<file path="src/rtl/rs_pkg.sv">
// Shared reservation-station / CDB definitions: widths, tag encodings, result entry.
// Combinational definitions only; no latency.
// No flow control lives here.
package rs_pkg;

   localparam int NUM_SRC   = 8;
   localparam int DATA_W    = 32;
   localparam int TAG_W     = 4;
   localparam int CDB_DEPTH = 2;
   localparam int SRC_W     = $clog2(NUM_SRC);

   // Tag 0 means "no producer / value ready" and never matches on the bus.
   typedef enum logic [TAG_W-1:0] {
      TAG_NONE  = 4'd0,
      TAG_ADD1  = 4'd1,
      TAG_ADD2  = 4'd2,
      TAG_ADD3  = 4'd3,
      TAG_MULT1 = 4'd4,
      TAG_MULT2 = 4'd5,
      TAG_LOAD1 = 4'd6,
      TAG_LOAD2 = 4'd7,
      TAG_LOAD3 = 4'd8
   } rs_tag_e;

   typedef struct packed {
      logic [TAG_W-1:0]  tag;
      logic [DATA_W-1:0] data;
   } cdb_ent_t;

   // CDB slot of a producer is its tag minus one.
   function automatic logic [SRC_W-1:0] tag_to_src(input logic [TAG_W-1:0] tag);
      logic [TAG_W-1:0] idx;
      idx = tag - TAG_W'(1);
      return idx[SRC_W-1:0];
   endfunction

   function automatic logic [TAG_W-1:0] src_to_tag(input logic [SRC_W-1:0] src);
      return TAG_W'(src) + TAG_W'(1);
   endfunction

endpackage

</file>
<file path="src/rtl/cdb_src_fifo.sv">
// Per-producer result FIFO, DEPTH entries of W bits, head always presented.
// Push visible at head one edge after the write; no bypass.
// full refuses push (even with a same-cycle pop); flush empties and drops any push.
module cdb_src_fifo #(
   parameter int DEPTH = 2,
   parameter int W     = 36
) (
   input  logic         clk,
   input  logic         rst_n,
   input  logic         flush,
   input  logic         push,
   input  logic [W-1:0] push_dat,
   input  logic         pop,
   output logic         full,
   output logic         empty,
   output logic [W-1:0] head
);

   localparam int PTR_W = (DEPTH > 1) ? $clog2(DEPTH) : 1;
   localparam int CNT_W = PTR_W + 1;

   logic [W-1:0]     mem [DEPTH];
   logic [PTR_W-1:0] wr_ptr;
   logic [PTR_W-1:0] rd_ptr;
   logic [CNT_W-1:0] count;
   logic             push_ok;
   logic             pop_ok;

   assign full    = (count == CNT_W'(DEPTH));
   assign empty   = (count == '0);
   assign push_ok = push && !full && !flush;
   assign pop_ok  = pop && !empty && !flush;
   assign head    = mem[rd_ptr];

   always_ff @(posedge clk or negedge rst_n) begin
      if (!rst_n) begin
         wr_ptr <= '0;
         rd_ptr <= '0;
         count  <= '0;
      end else if (flush) begin
         wr_ptr <= '0;
         rd_ptr <= '0;
         count  <= '0;
      end else begin
         if (push_ok) wr_ptr <= wr_ptr + 1'b1;
         if (pop_ok)  rd_ptr <= rd_ptr + 1'b1;
         count <= count + CNT_W'(push_ok) - CNT_W'(pop_ok);
      end
   end

   // Storage needs no reset: count gates every read of it.
   always_ff @(posedge clk) begin
      if (push_ok) mem[wr_ptr] <= push_dat;
   end

endmodule

</file>
<file path="src/rtl/cdb_arbiter.sv">
// CDB transmit end: buffers per-producer results, round-robin grants one per cycle.
// Push-to-broadcast minimum 2 edges; registered valid/tag/data/src outputs.
// fu_ready[i] drops when source i's FIFO is full; the bus itself never stalls.
module cdb_arbiter #(
   parameter int NUM_SRC = rs_pkg::NUM_SRC,
   parameter int DATA_W  = rs_pkg::DATA_W,
   parameter int TAG_W   = rs_pkg::TAG_W,
   parameter int DEPTH   = rs_pkg::CDB_DEPTH
) (
   input  logic                       clk,
   input  logic                       rst_n,
   input  logic                       flush,
   input  logic [NUM_SRC-1:0]         fu_valid,
   input  logic [NUM_SRC*TAG_W-1:0]   fu_tag,
   input  logic [NUM_SRC*DATA_W-1:0]  fu_data,
   output logic [NUM_SRC-1:0]         fu_ready,
   output logic                       cdb_valid,
   output logic [TAG_W-1:0]           cdb_tag,
   output logic [DATA_W-1:0]          cdb_data,
   output logic [$clog2(NUM_SRC)-1:0] cdb_src
);

   import rs_pkg::*;

   localparam int S_W   = $clog2(NUM_SRC);
   localparam int ENT_W = TAG_W + DATA_W;

   logic [NUM_SRC-1:0] fifo_full;
   logic [NUM_SRC-1:0] fifo_empty;
   logic [NUM_SRC-1:0] push;
   logic [NUM_SRC-1:0] pop;
   logic [ENT_W-1:0]   head [NUM_SRC];
   logic [S_W-1:0]     rr_ptr;
   logic [S_W-1:0]     cand;
   logic [S_W-1:0]     win_idx;
   logic               win_vld;

   assign fu_ready = ~fifo_full;
   assign push     = fu_valid & fu_ready;

   for (genvar g = 0; g < NUM_SRC; g++) begin : g_src
      cdb_src_fifo #(
         .DEPTH (DEPTH),
         .W     (ENT_W)
      ) u_fifo (
         .clk      (clk),
         .rst_n    (rst_n),
         .flush    (flush),
         .push     (push[g]),
         .push_dat ({fu_tag[g*TAG_W +: TAG_W], fu_data[g*DATA_W +: DATA_W]}),
         .pop      (pop[g]),
         .full     (fifo_full[g]),
         .empty    (fifo_empty[g]),
         .head     (head[g])
      );
   end

   // First non-empty source at or after rr_ptr, wrapping.
   always_comb begin
      win_vld = 1'b0;
      win_idx = '0;
      cand    = '0;
      for (int k = 0; k < NUM_SRC; k++) begin
         cand = S_W'((int'(rr_ptr) + k) % NUM_SRC);
         if (!win_vld && !fifo_empty[cand]) begin
            win_vld = 1'b1;
            win_idx = cand;
         end
      end
   end

   always_comb begin
      pop = '0;
      if (win_vld && !flush) pop[win_idx] = 1'b1;
   end

   always_ff @(posedge clk or negedge rst_n) begin
      if (!rst_n) begin
         cdb_valid <= 1'b0;
         cdb_tag   <= '0;
         cdb_data  <= '0;
         cdb_src   <= '0;
         rr_ptr    <= '0;
      end else if (flush) begin
         cdb_valid <= 1'b0;
         rr_ptr    <= '0;
      end else begin
         cdb_valid <= win_vld;
         if (win_vld) begin
            {cdb_tag, cdb_data} <= head[win_idx];
            cdb_src             <= win_idx;
            rr_ptr              <= (win_idx == S_W'(NUM_SRC - 1)) ? '0 : win_idx + 1'b1;
         end
      end
   end

endmodule

</file>
<file path="config.mk">
export PLATFORM = sky130hd
export DESIGN_NAME = cdb_arbiter
export DESIGN_NICKNAME = d
export VERILOG_FILES = /design/src/rtl/rs_pkg.sv /design/src/rtl/cdb_src_fifo.sv /design/src/rtl/cdb_arbiter.sv
export SDC_FILE = /design/constraint.sdc
export NUM_CORES = 1
export LEC_CHECK = 0
export ABC_AREA = 1
export BUFFER_PORTS_ARGS = -buffer_cell sky130_fd_sc_hd__buf_2
export CAP_MARGIN = 5
export CORE_MARGIN = 8
export CORE_UTILIZATION = 55
export CTS_BUF_LIST = sky130_fd_sc_hd__clkbuf_8
export DETAILED_ROUTE_END_ITERATION = 8
export PLACE_DENSITY_LB_ADDON = 0.12
export SLEW_MARGIN = 20
export SYNTH_ARGS = -nofsm -noshare
export SYNTH_HDL_FRONTEND = slang
export SYNTH_SLANG_ARGS = --single-unit
</file>
<file path="constraint.sdc">
create_clock -name clk -period 8.8 [get_ports clk]
set_clock_uncertainty 0.15 [all_clocks]
set_input_delay 0.44 -clock clk [delete_from_list [all_inputs] [get_ports clk]]
set_output_delay 0.44 -clock clk [all_outputs]
set_load 0.01 [all_outputs]
</file>
* Word-level counts from Yosys, hierarchy flattened
Memories as Yosys holds them, arrays and structs flattened. Index checks and enable logic that the tools add are counted.
Storage, ports and cells: register bits 75, memory bits (writable) 576, input port bits 299, output and inout port bits 48, word-level logic and storage cells 296, memories kept 8
Memories:
- g_src[0].u_fifo.mem | depth 2, bits a word 36, read ports 1, clocked after Yosys merged registers in 0, write ports 1, line cdb_src_fifo.sv:22 | logic [W-1:0] mem [DEPTH];
- g_src[1].u_fifo.mem | depth 2, bits a word 36, read ports 1, clocked after Yosys merged registers in 0, write ports 1, line cdb_src_fifo.sv:22
- g_src[2].u_fifo.mem | depth 2, bits a word 36, read ports 1, clocked after Yosys merged registers in 0, write ports 1, line cdb_src_fifo.sv:22
- g_src[3].u_fifo.mem | depth 2, bits a word 36, read ports 1, clocked after Yosys merged registers in 0, write ports 1, line cdb_src_fifo.sv:22
- g_src[4].u_fifo.mem | depth 2, bits a word 36, read ports 1, clocked after Yosys merged registers in 0, write ports 1, line cdb_src_fifo.sv:22
- g_src[5].u_fifo.mem | depth 2, bits a word 36, read ports 1, clocked after Yosys merged registers in 0, write ports 1, line cdb_src_fifo.sv:22
- +2 memories
Cells by class: add/sub/neg operators 40, magnitude comparators 11, eq/ne operators 9, mux-type cells 98, bitwise logic cells 4, reductions and logical operators 97
Operator list (number):
- 36-bit binary-select mux with 3-bit select | 1
- 36-bit two-way mux | 2
- 1-bit two-way mux | 66
- 1-bit logical AND | 41
- 3-bit by 4-bit < comparator with 1-bit output (second input constant) | 9
- 2-bit nonzero test | 17
- 3-bit two-way mux | 11
- 1-bit logical NOT | 30
- 1-bit binary-select mux with 3-bit select | 8
- 1-bit adder (second input constant) | 16
- 2-bit by 1-bit adder with 2-bit output | 8
- 2-bit equality test (second input constant) | 8
- 2-bit logical NOT | 8
- 2-bit two-way mux | 8
- 2-bit by 1-bit subtractor with 2-bit output | 8
- 3-bit adder (second input constant) | 4
- 8-bit bitwise AND | 1
- 8-bit two-way mux | 1
- 8-bit inverter | 1
- 3-bit by 1-bit adder with 3-bit output (second input constant) | 2
- 3-bit by 2-bit adder with 3-bit output (second input constant) | 2
- 4-bit greater-or-equal comparator (second input constant) | 1
- 3-bit inverter with 4-bit output | 1
- 1-bit demux with 3-bit select | 1
- other kinds (4) | 4

* Longest topological paths before layout
depth after elaboration 33, depth in mapped cells 27, gate-level depth less buffers 23

* Hierarchy
Synthesis repeated with hierarchy kept, for this count alone.
Second synthesis, totals: cell total of the unflattened synthesis 2870, area total of the unflattened synthesis 28614.9 sq um
By module, submodules not included:
- cdb_src_fifo | instances 8, cells each 224, area an instance 2890.3 sq um, sequential area each 2262.2 sq um
- cdb_arbiter | instances 1, cells each 1078, area an instance 5492.8 sq um, sequential area each 1076.0 sq um

* Least setup slack after synthesis
Ideal clock, no wire load.
path type register -> register, start point reg rr_ptr[0], end point reg g_src[3].u_fifo.count[1], library setup time 132 ps, arrival 3323 ps, required time 8518 ps, path slack 5196 ps, stages on the path, launching flop included 26, buffers on the path 5, clock period less this slack 3604 ps, cell sequence dfrtp_1 > buf_6 > inv_2 > buf_6 > ha_1 > clkbuf_1 > inv_1 > nand3_1 > nand3_1 > nand2_2 > nand2_2 > nor2_4 > nand4_1 > nor2_1 > nand3_1 > nand3_2 > nor2_1 > buf_4 > buf_6 > nand3_1 > inv_1 > ha_1 > inv_1 > ha_1 > xor2_1 > nor2_1
Between the ends: longest elaborated chain between the ends 33, elaborated cells between the ends (all ways) 70, those cells by class add/sub (8); order compare (2); mux (36); reduce/logical (24)
RTL lines:
- from (decl) | line cdb_arbiter.sv:33 | logic [S_W-1:0] rr_ptr;
- from (signal assigned) | line cdb_arbiter.sv:92 | rr_ptr <= (win_idx == S_W'(NUM_SRC - 1)) ? '0 : win_idx + 1'b1;
- 3-bit by 1-bit adder with 3-bit output | line cdb_arbiter.sv:64 | cand = S_W'((int'(rr_ptr) + k) % NUM_SRC);
- 1-bit binary-select mux with 3-bit select | line cdb_arbiter.sv:65 | if (!win_vld && !fifo_empty[cand]) begin
- 1-bit two-way mux (implied by the code) | line cdb_arbiter.sv:65
- 1-bit logical NOT | line cdb_arbiter.sv:65
- 1-bit logical AND | line cdb_arbiter.sv:65
- 1-bit two-way mux | line cdb_arbiter.sv:65
- 1-bit logical NOT | line cdb_arbiter.sv:65
- 1-bit logical AND | line cdb_arbiter.sv:65
- [... 16 more ...]
- 3-bit by 4-bit < comparator with 1-bit output (implied by the code) / 3-bit by 1-bit greater-or-equal comparator with 1-bit output (equally long branches) | line cdb_arbiter.sv:74 | if (win_vld && !flush) pop[win_idx] = 1'b1;
- 1-bit logical AND (implied by the code) | line cdb_arbiter.sv:74
- 1-bit two-way mux (implied by the code) | line cdb_arbiter.sv:74
- 1-bit demux with 3-bit select | line cdb_arbiter.sv:74
- 8-bit two-way mux (*) | line cdb_arbiter.sv:74
- 1-bit logical AND (*) (2 in a row) | line cdb_src_fifo.sv:32 | assign pop_ok = pop && !empty && !flush;
- 2-bit by 1-bit subtractor with 2-bit output (*) | line cdb_src_fifo.sv:47 | count <= count + CNT_W'(push_ok) - CNT_W'(pop_ok);
- 2-bit two-way mux (*) | line cdb_src_fifo.sv:40 | end else if (flush) begin
- to (signal assigned) | line cdb_src_fifo.sv:47
- to (decl) | line cdb_src_fifo.sv:25 | logic [CNT_W-1:0] count;
Every way passes the cells marked *; elsewhere a longest branch is shown, timed or not. The select of a mux whose other input is x is not followed. A chain may end at the register's enable or synchronous reset.

* Worst setup path after layout
start point reg rr_ptr[0], end point reg g_src[6].u_fifo.count[1]
Between the ends: longest elaborated chain between the ends 33, elaborated cells between the ends (all ways) 70, those cells by class add/sub (8); order compare (2); mux (36); reduce/logical (24)
RTL lines (line):
- 3-bit by 1-bit adder with 3-bit output | cdb_arbiter.sv:64
- 1-bit binary-select mux with 3-bit select | cdb_arbiter.sv:65
- 1-bit two-way mux (implied by the code) | cdb_arbiter.sv:65
- 1-bit logical NOT | cdb_arbiter.sv:65
- 1-bit logical AND | cdb_arbiter.sv:65
- 1-bit two-way mux | cdb_arbiter.sv:65
- 1-bit logical NOT | cdb_arbiter.sv:65
- 1-bit logical AND | cdb_arbiter.sv:65
- [... 16 more ...]
- 3-bit by 4-bit < comparator with 1-bit output (implied by the code) / 3-bit by 1-bit greater-or-equal comparator with 1-bit output (equally long branches) | cdb_arbiter.sv:74
- 1-bit logical AND (implied by the code) | cdb_arbiter.sv:74
- 1-bit two-way mux (implied by the code) | cdb_arbiter.sv:74
- 1-bit demux with 3-bit select | cdb_arbiter.sv:74
- 8-bit two-way mux (*) | cdb_arbiter.sv:74
- 1-bit logical AND (*) (2 in a row) | cdb_src_fifo.sv:32
- 2-bit by 1-bit subtractor with 2-bit output (*) | cdb_src_fifo.sv:47
- 2-bit two-way mux (*) | cdb_src_fifo.sv:40
- to (signal assigned) | cdb_src_fifo.sv:47
- to (decl) | cdb_src_fifo.sv:25
Marks and branches as above.

==> results by group <==
Logic synthesis
  • Top cells by area, synth: edfxtp_1 62%, nand2_1 17%, dfrtp_1 6.7%
  • Synth cell count leaders: 1243 x nand2_1, 576 x edfxtp_1, 190 x nand3_1, 174 x nor2_1, 75 x dfrtp_1
  • Flops & latches, synth: 651
  • Syn Area/Cell: 10.7 µm²
  • Post-synth top area cell: edfxtp_1
  • Syn Nets: 2933
  • Register area share after synthesis: about two thirds
  • Asr flop ratio synth: 11.5%
  • Gate Count Post-Synth: 2615
  • Mapped Area: 28000 µm²
  • Area share of the largest cell type after synthesis: 61.8%
  • Most common cell in the netlist: nand2_1
  • Ys Warns: 0
  • Synth cell types: 36
  • Post-synth EDFFs: 576
  • Main synth FF type: edfxtp_1

Worst hold path
  • Hold Crit Class: in -> reg

Setup path
  • Worst reg2reg setup slack: 3.76 ns
  • Max Fanout on Critical Path: 86
  • Critical path endpoint category: register
  • WS Path Type: reg -> reg
  • Worst EP required: 9.22 ns
  • Worst setup SP type: register
  • Arrival time at the worst endpoint: between 5 and 6 ns

Pwr
  • P_leak: 0.0153 µW
  • Proportion of power drawn by combinational gates: 52.8%
  • Maximum vdd ir drop: approximately 0.46 mV
  • Sw power: approximately 6700 µW
  • Clock share of power: 18.2%
  • Internal: approximately 6900 µW
  • Share of total power in sequential cells: around 29%
  • PwrDens: around 380 nW/µm²
  • Switching Share: 49.5%

Detailed routing
  • DRC viols: 0
  • DR pass1 iterations: 5
  • Initial drt markers: approximately 2300
  • Vias per std cell: 5.42
  • Wire per inst: about 22 µm
  • ANT nets after route: 0
  • Vias: 21900
  • Final wirelength: 89500 µm

Placed design
  • Gpl congestion: 0.883
  • DP Wirelength: 59000 µm
  • # port buffers: 346
  • DP Worst Slack: around 3.8 ns
  • Dpl cell area: 30400 µm²

Global route
  • Largest net degree at the start of global routing: 87
  • Vias in the first global route: 22000
  • Grt ovf: 0
  • Antenna violations before repair: 7
  • First-pass GRT wire length: 133000 µm
  • All-Layer GR Usage: between 20 and 30%

CTS
  • Clock Path Buffers: 3
  • H-tree levels: 3
  • Number of clock sinks: around 650
  • Clk pin slew, worst setup/hold paths: 0.06 ns
  • Worst-skew pair later-pin latency: 0.71 ns
  • Cts bufs inserted: 105
  • Root buf cell: clkbuf_8
  • Post-CTS Resized: 0
  • TritonCTS clock tree: done

Floorplanning
  • Core footprint: around 50000 µm²
  • Die area: 58400 µm²
  • Starting Density: a little under three fifths
  • # rows: 82
  • Chip Width: 242 µm
  • I/O Pins: roughly 350
  • Die Ht: ~240 µm

STA
  • Hold_ws: 0.0954 ns
  • RSZ-0062 raised after global routing: false
  • Final Max Slew Viols: 0
  • Final Hold Fails: 0
  • Max-slew headroom: 27.6%
  • Final setup vio count: 0
  • Worst slew pin tran: 1.09 ns
  • Min cycle time layout: 5.04 ns
  • Setup TNS: 0 ns
  • Post-route setup slack: around 3.8 ns
  • Fmax: 198 MHz
  • Fin crit share: a little under three fifths

Final layout
  • Syn-to-layout area delta: 26.6%
  • Fin area: 35500 µm²
  • # nets final: 3590
  • Layout cell share with drive strength beyond 1: 19.1%

Run
  • Max-Cap Viols: 0

Status
  • Outcome: finished clean
==> layer usage <==
| layer | part of all wire [%] | up-vias | global-route usage (%) |
|---|---|---|---|
| li1 | - | 10000 | - |
| met2 | 48 | 1153 | 49.1 |
| met3 | 8.2 | 225 | 6.04 |
| met5 | 0.030 | - | 0 |
| met4 | 5.2 | 4 | 14.0 |
| met1 | 38 | 10500 | 38.0 |
==> logic make-up (layout without fill, tap and decap cells) <==
kind of cell             after synthesis  after routing  share of synthesized area [%]
AO/OA/AOI/OAI                         21             21                          0.389
XOR/XNOR                              19             19                          0.715
adder cells (fa/ha/maj)               19             19                          0.849
buffers and inverters                186            932                           3.07
flip-flops                           651            651                           68.5
multiplexers                          72             72                           2.90
other                                  0              5                              0
AND/OR/NAND/NOR                     1647           1647                           23.6
==> power by group through the flow <==
stage | Combinational, µW | Clock [µW] | Sequential [µW]
after floorplan | 4510 | 0 | 3960
after global routing | 7750 | 2630 | 3950
final | 7180 | 2480 | 3930
after global placement | 6880 | 0 | 3970
after CTS | 7080 | 2490 | 3920
after detailed placement | 6940 | 0 | 3980
==> stage by stage <==
stage	cells	utilization, %	power, µW
2_1_floorplan	2615	-	8470
3_3_place_gp	3533	60.3	10900
3_5_place_dp	3540	60.7	10900
4_1_cts	4030	70.5	13500
5_1_grt	4037	70.7	14300
6_report	4038	70.7	13600
==> critical path, stage by stage (launching register included) <==
cell and delay [ns]:
dfrtp_1 0.58, inv_2 0.21, ha_1 0.46, inv_1 0.18, nand3_1 0.12, nand3_1 0.12
nand2_2 0.10, nand2_2 0.10, nor2_4 0.05, nand3_1 0.09, nand2_1 0.06, nand3b_1 0.15
buf_4 0.36, nand2_4 0.20, buf_4 0.78, nand2_2 0.18, nor2_1 0.27, ha_1 0.28
inv_1 0.06, ha_1 0.14, xor2_1 0.14, nor2_1 0.05
==> cell usage in the layout, fill, tap and decap left out, drive strengths merged <==
master / count
ha: 19
dfrtp: 75
nand4: 6
bufinv: 3
o22ai: 1
nor3: 6
clkinv: 29
a21oi: 2
edfxtp: 576
buf: 381
xnor2: 9
clkinvlp: 3
nand3b: 2
dlygate4sd3: 294
diode: 5
nand3: 194
clkbuf: 113
o21ai: 17
nand2: 1253
inv: 109
nor2: 186
mux2: 72
xor2: 10
a21boi: 1
==> state kept, by name, indices dropped and copies added, names as in the netlist <==
register	count
g_src.u_fifo.mem	576
cdb_data	32
g_src.u_fifo.count	16
g_src.u_fifo.rd_ptr	8
g_src.u_fifo.wr_ptr	8
cdb_tag	4
cdb_src	3
rr_ptr	3
cdb_valid	1
==> worst paths after layout <==
check                                           end  cells past startpoint          from
setup / recovery           g_src[6].u_fifo.count[1]                     21     rr_ptr[0]
hold / removal               g_src[4].u_fifo.wr_ptr                      4   fu_valid[4]
setup reg to reg           g_src[6].u_fifo.count[1]                     21     rr_ptr[0]
hold reg to reg                        cdb_data[15]                      2  cdb_data[15]
max in group asynchronous              cdb_data[30]                      3         rst_n
min in group asynchronous    g_src[2].u_fifo.wr_ptr                      2         rst_n
==> repair_timing <==
item	in CTS	in global routing
setup buffers	0	0
endpoints found under the hold margin	612	0
hold buffers	294	0
==> area by class of cell <==
| cell class | count | area, µm² |
|---|---|---|
| fill | 3539 | 14700 |
| multi-input combinational | 1778 | 8080 |
| tap | 672 | 841 |
| inverter | 61 | 229 |
| antenna | 5 | 12.5 |
| timing repair buffer | 675 | 5120 |
| sequential | 651 | 19200 |
| clock buffer | 113 | 1560 |
| clock inverter | 83 | 433 |
No activity file was read; power rests on OpenSTA's default activity.
